`src/rtl/hier_signature_collector.sv`:
```
// rtl/hier_signature_collector.sv - N_CHILD self-seeded LFSR channels, run then drained in index order
module hier_signature_collector #(
    parameter int               N_CHILD    = 5,
    parameter int               WIDTH      = 16,
    parameter logic [WIDTH-1:0] POLY       = 16'h1021,
    parameter int               RUN_CYCLES = 64,
    parameter int               IDX_W      = (N_CHILD > 1) ? $clog2(N_CHILD) : 1
) (
    input  logic             clk,
    input  logic             rst_n,
    input  logic             start_i,
    output logic             busy_o,
    output logic             done_o,
    output logic             sig_valid_o,
    input  logic             sig_ready_i,
    output logic [WIDTH-1:0] sig_data_o,
    output logic [IDX_W-1:0] sig_idx_o,
    output logic             sig_last_o
);

    localparam int CNT_W = (RUN_CYCLES > 1) ? $clog2(RUN_CYCLES) : 1;

    typedef enum logic [1:0] {
        S_IDLE,
        S_RUN,
        S_DRAIN,
        S_DONE
    } state_t;

    state_t           state;
    state_t           state_nxt;
    logic [WIDTH-1:0] sig_q [N_CHILD];
    logic [CNT_W-1:0] cnt;
    logic [IDX_W-1:0] idx;
    logic             run_last;
    logic             idx_last;

    function automatic logic [WIDTH-1:0] lfsr_step(input logic [WIDTH-1:0] s,
                                                   input logic [WIDTH-1:0] k);
        return {s[WIDTH-2:0], 1'b0} ^ (s[WIDTH-1] ? POLY : '0) ^ k;
    endfunction

    assign run_last = (cnt == CNT_W'(RUN_CYCLES - 1));
    assign idx_last = (idx == IDX_W'(N_CHILD - 1));

    always_comb begin
        state_nxt = state;
        case (state)
            S_IDLE:  if (start_i) state_nxt = S_RUN;
            S_RUN:   if (run_last) state_nxt = S_DRAIN;
            S_DRAIN: if (sig_ready_i && idx_last) state_nxt = S_DONE;
            S_DONE:  state_nxt = S_IDLE;
            default: state_nxt = S_IDLE;
        endcase
    end

    always_ff @(posedge clk or negedge rst_n) begin
        if (!rst_n) begin
            state <= S_IDLE;
        end else begin
            state <= state_nxt;
        end
    end

    // Channels only move in RUN; seeding happens on the accepted start.
    always_ff @(posedge clk or negedge rst_n) begin
        if (!rst_n) begin
            cnt <= '0;
            idx <= '0;
            for (int k = 0; k < N_CHILD; k++) begin
                sig_q[k] <= '0;
            end
        end else begin
            case (state)
                S_IDLE: begin
                    if (start_i) begin
                        cnt <= '0;
                        for (int k = 0; k < N_CHILD; k++) begin
                            sig_q[k] <= WIDTH'(k + 1);
                        end
                    end
                end
                S_RUN: begin
                    cnt <= cnt + CNT_W'(1);
                    for (int k = 0; k < N_CHILD; k++) begin
                        sig_q[k] <= lfsr_step(sig_q[k], WIDTH'(k));
                    end
                end
                S_DRAIN: begin
                    if (sig_ready_i) begin
                        idx <= idx_last ? '0 : idx + IDX_W'(1);
                    end
                end
                default: ;
            endcase
        end
    end

    // idx rests at 0 outside DRAIN, so the mux presents s_0 there.
    assign busy_o      = (state == S_RUN) || (state == S_DRAIN);
    assign done_o      = (state == S_DONE);
    assign sig_valid_o = (state == S_DRAIN);
    assign sig_last_o  = (state == S_DRAIN) && idx_last;
    assign sig_idx_o   = idx;
    assign sig_data_o  = sig_q[idx];

endmodule

```
`config.mk`:
```
export PLATFORM = sky130hd
export DESIGN_NAME = hier_signature_collector
export DESIGN_NICKNAME = d
export VERILOG_FILES = /design/src/rtl/hier_signature_collector.sv
export SDC_FILE = /design/constraint.sdc
export NUM_CORES = 1
export LEC_CHECK = 0
export ABC_AREA = 1
export CORE_ASPECT_RATIO = 1.1
export CORE_UTILIZATION = 64
export DETAILED_ROUTE_END_ITERATION = 10
export PLACE_DENSITY = 0.95
export SLEW_MARGIN = 5
export SYNTH_ARGS = -nofsm -noshare
export SYNTH_HDL_FRONTEND = slang
export SYNTH_SLANG_ARGS = --single-unit
```
`constraint.sdc`:
```
create_clock -name clk -period 3.15 [get_ports clk]
set_input_delay 0.63 -clock clk [delete_from_list [all_inputs] [get_ports clk]]
set_output_delay 0.63 -clock clk [all_outputs]
set_load 0.02 [all_outputs]
```
==> impl_metrics.toml <==
[synth]
synth_compound_area_frac = 0.2441
yosys-top-cells-count = "nand2_1, dfrtp_1, inv_1"
synth.ff_latch_count = 91
synthArstFlopShare = 1.000
synth.distinct_cells = 24
yosys.area.top_type_share = 0.4757
synth_xor_xnor_area_share = 0.01830
synth.mux.area_fraction = 0
syn_area_mm2 = 0.004787
synth_area_leaders = "dfrtp_1, o22ai_2, nand2_1"
synth_top_family_by_area = "compound AO/OA/AOI/OAI gates"
synth-main-ff-cell = "dfrtp_1"
synth_top_cell_by_area = "dfrtp_1"
avgSynthCellArea_um2 = 9.690
synth_simple_gate_area_frac = 0.1257
synth.net_count = 505
synth_edf_count = 0
yosysWarnings = 0
synthCells = 494
seq_area_frac_synth = 0.4757
synth-adder-area-share = 0.01830
synthMostInstantiatedCell = "nand2_1"

[route]
viasPerCell = 6.187
vias = 3712
wirelength_mm = 11.07
dr.pass1.iters = 6
drtIter0Drc = 510
wire_per_inst_um = 18.45
route.detailed.drc = 0
detail-route-antenna-nets = 0

[floorplanning]
die_h_um = 92.71
dieArea_mm2 = 0.007830
num_rows = 32
initial_core_util = 0.6717
die_w_um = 84.46
num_io_pins = 27
core_mm2 = 0.007127

[global_route]
grt_pass1_wl_mm = 18.35
grt-ovfl-total = 0
antenna_found_initial = 0
grt_max_degree = 65
gr-usage-all-layers = 0.3058
grt_pass1_vias = 3701

[power]
powerDensity_mw_per_mm2 = 1170
vdd_drop_max_mv = 0.9315
p_leak_nw = 2.322
power_w = 0.006090
p_switching_w = 0.002876
p_seq_frac = 0.317
p_int_w = 0.003214
comb_power_share = 0.566
p_sw_frac = 0.4722
clkPwrFrac = 0.117

[timing]
worst_pin_slew_ns = 0.5759
grt_setup_unrepaired = "no"
setup_viol = 0
fin_ws_ns = 0.1546
slew_headroom = 0.6155
clock.fmax_mhz = 333.8
whs_ns = 0.2334
finClkSkew_ns = 0.01222
tns_ns = 0
period_share = 0.9509
slew_viol_final = 0
hold_violations = 0
finalCriticalPeriod_ns = 2.995

[setup_path]
r2r_start = "state[0]"
crit_path_end_kind = "primary output"
critPathArrivalTime_ns = 2.37
critPathSlowestCell = "clkdlybuf4s50_1"
crit_end = "sig_last_o"
worstPathBufferInverterCount = 2
regToRegSetupSlack_ns = 1.14
path_depth = 5
reg2reg_depth = 8
required_ns = 2.52
r2r-end = "sig_q[36]"
crit_type = "flop to primary output"
crit_chain = "inv_2 -> ha_1 -> nand2_1 -> nor2_1 -> clkdlybuf4s50_1"
cp_max_fo = 18
cpLargestDelayFamily = "buffers and inverters"
slowest_delay_ns = 0.61
cp-start-kind = "flop"
crit_start = "sig_idx_o[1]"

[cts]
path_clk_slew_ns = 0.09
cts_setup_buffers = 0
cts_tree = "yes"
cts_buffers = 9
hold_buffers = 0
clk_latency_ns = 0.36
h-tree-depth = 3
clk_path_buf_depth = 2
cts_sinks = 91
cts-root-buf = "clkbuf_8"
ctsResizeCount = 0

[final_layout]
synthToLayoutAreaGrowth_pct = 8.704
antenna_cells = 0
layout-drive-gt1-share = 0.1806
nets = 521
final-instance-count-excl-fill = 600

[hold_path]
min_path_type = "primary input to async pin"

[placement]
port_buffers = 26
gp_congestion = 0.9081
place_hpwl_mm = 7.220
dp_cells = 584
dpl_worst_slack_ns = 0.6152

[run]
max_cap_viol_count = 0

[run_status]
status = "finished clean"
registers in the layout (all words and copies together), names as in the netlist:
name	count
cnt	6
state	2
sig_idx_o	3
sig_q	80
final cells by class:
class | instances | area, um^2
flip-flops and latches | 91 | 2278
clock inverters | 4 | 26.28
repair buffers | 34 | 367.9
well taps | 85 | 106.4
fillers | 414 | 1923
clock buffers | 12 | 145.1
inverters | 87 | 326.6
multi-input cells | 287 | 1953
placed cells by master (no fill, tap or decap):
cell type	synthesis	routed
a21oi_1	7	7
nand2_1	125	124
nor2_8	1	1
dfrtp_2	0	1
nand2_4	0	1
clkinvlp_4	0	1
nand4_1	1	1
a22oi_1	6	6
nor2_1	9	9
buf_4	10	5
nor3_4	1	1
clkbuf_1	0	2
xnor2_1	10	10
o22ai_1	6	6
o21ai_0	11	11
clkinv_4	0	1
o21ai_1	1	1
nand3_1	8	8
clkdlybuf4s50_1	0	25
o211ai_1	32	32
buf_12	0	4
nor2_4	1	1
inv_1	82	82
clkinv_2	0	2
dfrtp_1	91	90
nor3_1	1	1
ha_1	7	7
clkbuf_8	0	10
o22ai_2	60	60
inv_2	5	5
logic make-up (layout without fill, tap and decap cells):
kind of cell	count (synthesis)	after routing
flip-flops	91	91
adder cells (fa/ha/maj)	7	7
AO/OA/AOI/OAI	123	123
AND/OR/NAND/NOR	147	147
XOR/XNOR	10	10
buffers and inverters	116	137
per-layer routing:
metal	vias to the layer above	routed length, um	track usage
met5	-	0	0
met4	0	514	0.1554
met3	58	897	0.06150
met2	211	5360	0.5178
met1	1786	4299	0.3751
li1	1657	-	-
how the worst min path moves through the flow:
| stage | from | to | slack (ns) | cells past startpoint |
|---|---|---|---|---|
| floorplan | rst_n | cnt[0] | 0.33 | 0 |
| global placement | sig_q[16] | sig_q[17] | 0.46 | 1 |
| detailed placement | sig_q[16] | sig_q[17] | 0.48 | 1 |
| CTS | rst_n | cnt[3] | 0.26 | 1 |
| global route | rst_n | cnt[3] | 0.27 | 1 |
| finish | rst_n | cnt[3] | 0.23 | 1 |
per-stage QoR:
step	cell area, um^2	utilization
after floorplan	4787	-
after global placement	5032	0.7061
after detailed placement	5032	0.7061
after CTS	5204	0.7302
after global routing	5204	0.7302
final	5204	0.7302
power groups by stage:
stage / logic, W / registers (W) / clock network [W]
after floorplan: 0.00259 / 0.00183 / 0
after global routing: 0.00368 / 0.00197 / 0.000763
after CTS: 0.00340 / 0.00192 / 0.000712
final: 0.00344 / 0.00193 / 0.000713
after global placement: 0.00320 / 0.00190 / 0
after detailed placement: 0.00333 / 0.00193 / 0
No activity file was read; power rests on OpenSTA's default activity.
